===== src/rtl/pipe_pkg.sv =====
// pipe_pkg: stage states, bundle widths and field offsets shared by the pipeline stage registers
package pipe_pkg;
  typedef enum logic [1:0] {ST_EMPTY = 2'd0, ST_FULL = 2'd1, ST_SKID = 2'd2} stage_t;
  localparam int IDEX_CTRL_W  = 13;
  localparam int IDEX_DATA_W  = 132;
  localparam int EXMEM_CTRL_W = 5;
  localparam int EXMEM_DATA_W = 69;
  localparam int MEMWB_CTRL_W = 2;
  localparam int MEMWB_DATA_W = 69;
  localparam int IDEX_ALUCTL_LSB   = 0;
  localparam int IDEX_STORE_LSB    = 5;
  localparam int IDEX_ALUSRC_LSB   = 7;
  localparam int IDEX_REGDST_BIT   = 9;
  localparam int IDEX_MEMWRITE_BIT = 10;
  localparam int IDEX_MEMTOREG_BIT = 11;
  localparam int IDEX_REGWRITE_BIT = 12;
  localparam int IDEX_SIGNIMM_LSB  = 0;
  localparam int IDEX_IMM_LSB      = 32;
  localparam int IDEX_SHAMT_LSB    = 48;
  localparam int IDEX_RD_LSB       = 53;
  localparam int IDEX_RT_LSB       = 58;
  localparam int IDEX_RS_LSB       = 63;
  localparam int IDEX_RD2_LSB      = 68;
  localparam int IDEX_RD1_LSB      = 100;
  localparam int EXMEM_STORE_LSB    = 0;
  localparam int EXMEM_MEMWRITE_BIT = 2;
  localparam int EXMEM_MEMTOREG_BIT = 3;
  localparam int EXMEM_REGWRITE_BIT = 4;
  localparam int EXMEM_WREG_LSB     = 0;
  localparam int EXMEM_WDATA_LSB    = 5;
  localparam int EXMEM_ALUOUT_LSB   = 37;
  localparam int MEMWB_MEMTOREG_BIT = 0;
  localparam int MEMWB_REGWRITE_BIT = 1;
  localparam int MEMWB_WREG_LSB     = 0;
  localparam int MEMWB_ALUOUT_LSB   = 5;
  localparam int MEMWB_RDATA_LSB    = 37;
  function automatic logic [1:0] occ_of(stage_t s);
    return s == ST_SKID ? 2'd2 : s == ST_FULL ? 2'd1 : 2'd0;
  endfunction
endpackage


===== src/rtl/pipe_slot.sv =====
// pipe_slot: one valid+ctrl+data entry; clear beats load so a flushed accept is dropped
module pipe_slot #(
  parameter int CTRL_W   = 13,
  parameter int DATA_W   = 132,
  parameter bit CLR_DATA = 1'b0
) (
  input  logic              CLK,
  input  logic              RST,
  input  logic              clr,
  input  logic              load,
  input  logic [CTRL_W-1:0] in_ctrl,
  input  logic [DATA_W-1:0] in_data,
  output logic              valid,
  output logic [CTRL_W-1:0] ctrl,
  output logic [DATA_W-1:0] data
);
  always_ff @(posedge CLK)
    if (RST) begin
      valid <= 1'b0;
      ctrl  <= '0;
      data  <= '0;
    end else if (clr) begin
      valid <= 1'b0;
      ctrl  <= '0;
      if (CLR_DATA) data <= '0;
    end else if (load) begin
      valid <= 1'b1;
      ctrl  <= in_ctrl;
      data  <= in_data;
    end
endmodule


===== src/rtl/pipe_stage_reg.sv =====
// pipe_stage_reg: valid/ready pipeline stage register with flush and optional two-entry skid buffer
module pipe_stage_reg
  import pipe_pkg::*;
#(
  parameter int CTRL_W   = 13,
  parameter int DATA_W   = 132,
  parameter bit SKID     = 1'b1,
  parameter bit CLR_DATA = 1'b0
) (
  input  logic              CLK,
  input  logic              RST,
  input  logic              CLR,
  input  logic              in_valid,
  output logic              in_ready,
  input  logic [CTRL_W-1:0] in_ctrl,
  input  logic [DATA_W-1:0] in_data,
  output logic              out_valid,
  input  logic              out_ready,
  output logic [CTRL_W-1:0] out_ctrl,
  output logic [DATA_W-1:0] out_data,
  output logic [1:0]        occupancy
);
  logic accept, drain, main_load, main_clr;
  logic [CTRL_W-1:0] main_src_c;
  logic [DATA_W-1:0] main_src_d;
  assign accept = in_valid & in_ready;
  assign drain  = out_valid & out_ready;
  pipe_slot #(.CTRL_W(CTRL_W), .DATA_W(DATA_W), .CLR_DATA(CLR_DATA)) u_main (
    .CLK(CLK), .RST(RST), .clr(CLR | main_clr), .load(main_load),
    .in_ctrl(main_src_c), .in_data(main_src_d),
    .valid(out_valid), .ctrl(out_ctrl), .data(out_data)
  );
  generate
    if (SKID) begin : g_skid
      stage_t state, state_nxt;
      logic skid_load, skid_clr, skid_v;
      logic [CTRL_W-1:0] skid_c;
      logic [DATA_W-1:0] skid_d;
      always_ff @(posedge CLK)
        if (RST || CLR) state <= ST_EMPTY;
        else state <= state_nxt;
      always_comb begin
        state_nxt = state;
        main_load = 1'b0;
        main_clr  = 1'b0;
        skid_load = 1'b0;
        skid_clr  = 1'b0;
        case (state)
          ST_EMPTY: if (accept) begin
            main_load = 1'b1;
            state_nxt = ST_FULL;
          end
          ST_FULL: if (accept && drain) main_load = 1'b1;
          else if (accept) begin
            skid_load = 1'b1;
            state_nxt = ST_SKID;
          end else if (drain) begin
            main_clr  = 1'b1;
            state_nxt = ST_EMPTY;
          end
          ST_SKID: if (drain) begin
            main_load = 1'b1;
            skid_clr  = 1'b1;
            state_nxt = ST_FULL;
          end
          default: state_nxt = ST_EMPTY;
        endcase
      end
      pipe_slot #(.CTRL_W(CTRL_W), .DATA_W(DATA_W), .CLR_DATA(CLR_DATA)) u_skid (
        .CLK(CLK), .RST(RST), .clr(CLR | skid_clr), .load(skid_load),
        .in_ctrl(in_ctrl), .in_data(in_data),
        .valid(skid_v), .ctrl(skid_c), .data(skid_d)
      );
      // ready comes straight from a flop, so back-pressure never forms a combinational path
      assign in_ready   = ~skid_v;
      assign main_src_c = state == ST_SKID ? skid_c : in_ctrl;
      assign main_src_d = state == ST_SKID ? skid_d : in_data;
      assign occupancy  = occ_of(state);
    end else begin : g_pass
      assign in_ready   = ~out_valid | out_ready;
      assign main_load  = accept;
      assign main_clr   = drain & ~accept;
      assign main_src_c = in_ctrl;
      assign main_src_d = in_data;
      assign occupancy  = {1'b0, out_valid};
    end
  endgenerate
endmodule


===== config.mk =====
export PLATFORM = sky130hd
export DESIGN_NAME = pipe_stage_reg
export DESIGN_NICKNAME = d
export VERILOG_FILES = /design/src/rtl/pipe_pkg.sv /design/src/rtl/pipe_slot.sv /design/src/rtl/pipe_stage_reg.sv
export SDC_FILE = /design/constraint.sdc
export NUM_CORES = 1
export LEC_CHECK = 0
export CORE_AREA = 2 2 160 162
export DETAILED_ROUTE_END_ITERATION = 7
export DIE_AREA = 0 0 162 164
export GPL_TIMING_DRIVEN = 0
export PLACE_DENSITY = 0.79
export SYNTH_ARGS = -nofsm -noshare
export SYNTH_HDL_FRONTEND = slang
export SYNTH_SLANG_ARGS = --single-unit

===== constraint.sdc =====
create_clock -name CLK -period 2.32 [get_ports CLK]
set_input_delay 0.464 -clock CLK [delete_from_list [all_inputs] [get_ports CLK]]
set_output_delay 0.464 -clock CLK [all_outputs]
set_load 0.02 [all_outputs]

==> results.tsv, run 1 <==
stage	metric	value	unit
outcome	status	finished, final reports clean	
job	maxCapViolCount	0	
hold_path	hold_class	reg -> reg	
logic_synthesis	seq_area_frac_synth	47.9	%
global_route	grt_pass1_vias	11300	
power	ir_drop	0.484	mV
placement	dp_hpwl	26200	um
detailed_routing	drc	0	
global_route	overflow	0	
detailed_routing	drtPass1Iterations	6	
detailed_routing	ant_nets	0	
floorplan	row_count	58	
floorplan	dieArea	26600	sq um
logic_synthesis	synthesis.area	12300	sq um
final_layout	drive_gt1_share	11.5	%
logic_synthesis	synth_warnings	0	
timing	relSlewSlack	42.5	%
setup_path	worstPathCellList	nand2b_1 -> buf_2 -> inv_4 -> clkbuf_8 -> buf_2	
placement	portBuffers	298	
setup_path	max_stage_delay	0.36	ns
timing	skew	0.00967	ns
hold_path	holdPathStages	2	
floorplan	start_util	49.5	%
clock_tree	cts.sinks	294	
timing	fmax	448	MHz
setup_path	cp.depth	5	
global_route	antenna_found_initial	3	
setup_path	reg2reg_depth	7	
setup_path	critPathArrivalTime	1.77	ns
logic_synthesis	syn_area_per_cell	8.43	sq um
final_layout	area_growth_syn_to_layout	36.3	%
timing	post-route-min-period	2.23	ns
setup_path	cp_top_family	buffers and inverters	
setup_path	worst-setup-path-type	reg -> out	
clock_tree	cts-htree-levels	1	
logic_synthesis	synthDistinctLibCells	28	
clock_tree	cts_root_buf	clkbuf_16	
clock_tree	cts_hold_buf	0	
setup_path	cp_slowest_cell	dfxtp_1	
timing	hold_viol_final	0	
floorplan	io_pins	299	
setup_path	critPathLaunchType	register	
timing	worst_pin_slew	0.863	ns
power	p_leak	5.99	nW
floorplan	die_w	162	um
timing	fin_crit_sh	96.1	%
global_route	grtUsageTotal	26.7	%
clock_tree	cts_tree	yes	
detailed_routing	routedWlPerCell	17.1	um
setup_path	critical_path_required	1.86	ns
placement	gp_congestion	0.873	
timing	maxSlewViolCount	0	
timing	whs	0.452	ns
final_layout	fin_nets	1938	
setup_path	critPathMaxFanout	10	
global_route	grt_pass1_wl	57600	um
logic_synthesis	syn-num-nets	1606	
global_route	grt_max_degree	15	
logic_synthesis	synth_cells	1456	
detailed_routing	drt_wl_total	36800	um
setup_path	crit_top_cell	buf_2	
setup_path	crit_buf_inv	4	
final_layout	layout_commonest_cell	nand2_1	
floorplan	die_h	164	um
detailed_routing	viasPerCell	5.46	
final_layout	final_cell_mix	nand2_1 (532), clkdlybuf4s50_1 (296), dfxtp_1 (293)	
clock_tree	clock_path_buffers	3	
clock_tree	insertion_delay	0.54	ns
clock_tree	numCtsBuffers	31	
timing	fin_tns_setup	0	ns
detailed_routing	vias	11700	
power	power.density	729	nW/um^2
detailed_routing	drt_iter0_drc	855	
clock_tree	clkTransAtPathRegs	0.07	ns
logic_synthesis	yosys_register_bits	294	
timing	setup_viol	0	
timing	rsz0062_at_grt	false	
setup_path	endpoint_kind	output port	
floorplan	core	24800	sq um
==> worst register-to-register path, stage by stage (launching register included) <==
cell,delay (ns)
dfxtp_1,0.36
nand2b_1,0.16
buf_2,0.16
inv_4,0.14
buf_2,0.34
clkbuf_1,0.43
nand2_1,0.14
a311oi_2,0.26
==> layer usage <==
| metal | wire [um] | share of wire, % | vias up | track usage [%] |
|---|---|---|---|---|
| li1 | - | - | 5710 | - |
| met1 | 15000 | 41 | 5433 | 33.2 |
| met2 | 17200 | 47 | 470 | 44.3 |
| met3 | 2810 | 7.6 | 108 | 5.63 |
| met4 | 1720 | 4.7 | 0 | 13.2 |
| met5 | 0 | 0 | - | 0 |
==> synthesized netlist by cell type, drive strengths merged <==
library cell	number	area share (%)
buf	67	3.8
nand2	532	16
nand3	1	0.041
mux2i	26	2.1
nor2	29	0.89
o32ai	1	0.22
a311oi	132	13
clkbuf	74	2.3
a31oi	1	0.17
inv	3	0.092
o21ai	3	0.12
nand2b	3	0.21
a211oi	13	0.79
and2	3	0.15
nand3b	1	0.061
dfxtp	294	48
or3	1	0.051
or4	1	0.061
o21bai	1	0.061
a21oi	266	11
a21boi	3	0.21
nor4	1	0.17
==> logic make-up after synthesis <==
group / after synthesis / synth area share (%)
and+or+nand+nor: 572 / 17.9
AOI/OAI and AO/OA: 420 / 25.9
DFF: 294 / 47.9
buffers and inverters: 144 / 6.13
muxes: 26 / 2.12
==> where the power goes <==
group          internal (mW)  switching (mW)  total (mW)
registers               5.27           0.126        5.40
clock network           2.98            1.97        4.96
logic                  0.856           0.993        1.85
total                   9.11            3.09        12.2
==> worst paths after layout <==
kind / startpoint / slack, ns / end
worst max-delay path: g_skid.state[0] / 0.09 / occupancy[1]
worst min-delay path: g_skid.u_skid.data[37] / 0.45 / g_skid.u_skid.data[37]
worst max register to register: g_skid.state[0] / 0.23 / u_main.data[69]
worst min register to register: g_skid.u_skid.data[37] / 0.45 / g_skid.u_skid.data[37]
==> state kept, by name, indices dropped and copies added (netlist names) <==
register / flops
g_skid.state: 2
g_skid.u_skid.ctrl: 13
g_skid.u_skid.data: 132
g_skid.u_skid.valid: 1
u_main.ctrl: 13
u_main.data: 132
u_main.valid: 1
==> timing repair <==
action,CTS,global route
endpoints found under the hold margin,0,0
buffers inserted,0,1
pin swaps,0,1
setup endpoints to repair,2,79
gates resized for setup,9,2
==> metrics by stage <==
step                      util, %  power, mW  setup slack (ns)  area, sq um  instances
final                        67.4       12.2            0.0898        16700       2145
after global routing         67.4       12.6            0.0102        16700       2145
after CTS                    67.4       12.3           0.00593        16700       2141
after detailed placement     63.2       7.34            -0.527        15700       2084
after global placement       63.2       7.31            -0.430        15700       2084
after floorplan                 -       6.44             0.470        12300       1456
==> area by class of cell <==
class	instances	area [sq um]
Fill cell	2029	8080
Tap cell	330	413
Sequential cell	294	5890
Antenna cell	3	7.51
Timing Repair Buffer	299	2990
Clock buffer	48	940
Buffer	141	754
Inverter	3	13.8
Clock inverter	9	95.1
Multi-Input combinational cell	1018	5640
(Power assumes the default switching activity.)
==> run 2: changes to the inputs <==
Settings changed: CORE_AREA 2 2 160 162 to 4 4 162 164, DIE_AREA 0 0 162 164 to 0 0 166 168.
==> run 2 against run 1 <==
Cell count hardly changed. Total power is 0.57% lower. Sequential share of layout area increased by 0.076 points. Register-to-register slack got worse by 0.08 ns. Clock skew rose by 0.0052 ns. Die area grew 5.0%. Critical path depth grew 2. First-iteration DRC count fell by 2.6%. Utilization decreased by 0.34 points. Sequential cell count stayed put. Wire length grew 3.3%. Largest cell class unchanged. Highest routed layer unchanged.
==> results.tsv, run 2 (synthesis gave the netlist of run 1 again) <==
stage	metric	value	unit
final_layout	final_cell_mix	nand2_1 (532), clkdlybuf4s50_1 (296), dfxtp_1 (293)	
clock_tree	cts_tree	yes	
timing	skew	0.0148	ns
detailed_routing	drtPass1Iterations	5	
global_route	met1_usage	33.2	%
power	ir_drop	0.657	mV
setup_path	worstPathCellList	nand2b_1 -> buf_2 -> inv_4 -> buf_2 -> clkbuf_1 -> nand2_1 -> a311oi_2	
detailed_routing	ant_nets	0	
setup_path	crit_buf_inv	4	
final_layout	layout_commonest_cell	nand2_1	
placement	portBuffers	298	
timing	rsz0062_at_grt	false	
final_layout	final_area	16700	sq um
setup_path	critical_path_required	2.78	ns
timing	relSlewSlack	47.5	%
setup_path	critPathLaunchType	register	
detailed_routing	drt_wl_total	38000	um
final_layout	n_fill_cell	2029	
setup_path	cp.depth	7	
global_route	grt-busiest-layer	met2	
final_layout	reg_top3	g_skid.u_skid.data (132), u_main.data (132)	
final_layout	ff_latch_area	5890	sq um
power	p_leak	5.95	nW
timing	post-route-min-period	2.17	ns
final_layout	final_cells	2144	
detailed_routing	drt_iter0_drc	833	
final_layout	drive_gt1_share	11.4	%
placement	gp_congestion	0.867	
global_route	antenna_found_initial	2	
setup_path	r2r-end	u_main.data[45]	
timing	worst_pin_slew	0.788	ns
timing	hold_viol_final	0	
timing	setup_viol	0	
timing	fmax	461	MHz
hold_path	hold_class	reg -> reg	
setup_path	r2r-start	g_skid.state[0]	
floorplan	row_count	58	
clock_tree	numCtsBuffers	31	
setup_path	critPathArrivalTime	2.63	ns
clock_tree	clkTransAtPathRegs	0.06	ns
global_route	grt_max_degree	16	
detailed_routing	drc	0	
timing	maxSlewViolCount	0	
detailed_routing	routedWlPerCell	17.7	um
hold_path	worstHoldStart	g_skid.u_skid.data[59]	
floorplan	io_pins	299	
placement	dp_hpwl	27000	um
setup_path	rrSetupSlack	0.15	ns
hold_path	holdPathStages	2	
floorplan	die_h	168	um
setup_path	cp_slowest_cell	clkbuf_1	
final_layout	area_growth_syn_to_layout	36.0	%
detailed_routing	vias	11800	
setup_path	cp_top_family	buffers and inverters	
placement	placedCellCount	2084	
clock_tree	insertion_delay	0.55	ns
global_route	grtUsageTotal	26.1	%
setup_path	crit_top_cell	buf_2	
clock_tree	cts-htree-levels	1	
clock_tree	clock_path_buffers	3	
floorplan	die_w	166	um
global_route	grt_pass1_vias	11500	
power	power.density	726	nW/um^2
setup_path	worst-setup-path-type	reg -> reg	
global_route	use_met3	5.02	%
final_layout	multi_input_area	5640	sq um
placement	place_area	15700	sq um
setup_path	max_stage_delay	0.44	ns
final_layout	fin_nets	1937	
outcome	status	finished, final reports clean	
global_route	use_met2	44.9	%
setup_path	endpoint_kind	register	
detailed_routing	viasPerCell	5.51	
timing	fin_crit_sh	93.6	%
floorplan	core	24900	sq um
setup_path	critPathMaxFanout	18	
clock_tree	cts.sinks	294	
global_route	grt_pass1_wl	60800	um
floorplan	dieArea	27900	sq um
hold_path	min_to	g_skid.u_skid.data[59]	
clock_tree	cts_root_buf	clkbuf_16	
floorplan	start_util	49.3	%
setup_path	reg2reg_depth	7	
job	maxCapViolCount	0	
global_route	overflow	0	
run 2: tightest hold or removal path, stage by stage (launching register included):
cell and delay [ns]:
dfxtp_1 0.31, nand2_1 0.05, a21oi_1 0.05
run 2: where the power goes:
group          switching, mW  total [mW]  leakage (nW)  internal [mW]
Clock                   1.99        4.88         0.499           2.89
Combinational          0.996        1.85          3.06          0.854
Sequential             0.133        5.40          2.40           5.27
run 2: worst max-delay path by stage:
stage	from	to	slack [ns]
finish	g_skid.state[0]	u_main.data[45]	0.15
global route	g_skid.state[0]	u_main.data[41]	0.01
CTS	g_skid.state[0]	occupancy[1]	0.01
detailed placement	out_ready	g_skid.u_skid.data[95]	-0.47
global placement	out_ready	g_skid.u_skid.data[51]	-0.39
floorplan	out_ready	g_skid.u_skid.data[51]	0.47
run 2: cell type report:
cell class,count,share of cell area [%]
Clock buffer,50,5.67
Timing Repair Buffer,299,17.9
Sequential cell,294,35.2
Clock inverter,8,0.442
Antenna cell,2,0.0300
Inverter,3,0.0824
Buffer,140,4.42
Multi-Input combinational cell,1018,33.8
Tap cell,330,2.47
run 2: per-stage QoR:
step | setup slack (ns) | TNS [ns] | total power, mW | hold slack, ns | utilization (%)
5_1_grt | 0.0126 | 0 | 12.5 | 0.467 | 67.1
3_3_place_gp | -0.388 | -76.32 | 7.32 | 0.442 | 63.0
6_report | 0.149 | 0 | 12.1 | 0.454 | 67.1
3_5_place_dp | -0.469 | -88.77 | 7.35 | 0.447 | 63.0
2_1_floorplan | 0.470 | 0 | 6.44 | 0.437 | -
4_1_cts | 0.0116 | 0 | 12.2 | 0.455 | 67.1
run 2: timing repair:
action / 4_1_cts / 5_1_grt
pin swaps: 0 / 1
setup buffers: 0 / 1
endpoints found under the setup margin: 2 / 38
hold buffers: 0 / 0
gates resized for setup: 9 / 0
run 2: layer usage:
metal / up-vias / wire length [um]
met5: - / 0
met4: 0 / 1150
met3: 75 / 2590
met2: 400 / 18400
met1: 5637 / 15800
li1: 5704 / -
==> run 3: changes to the inputs <==
Settings changed: CAP_MARGIN set to 20.
==> results of run 3 <==
No change in the layout: final DEF, timing and power equal those of run 2.
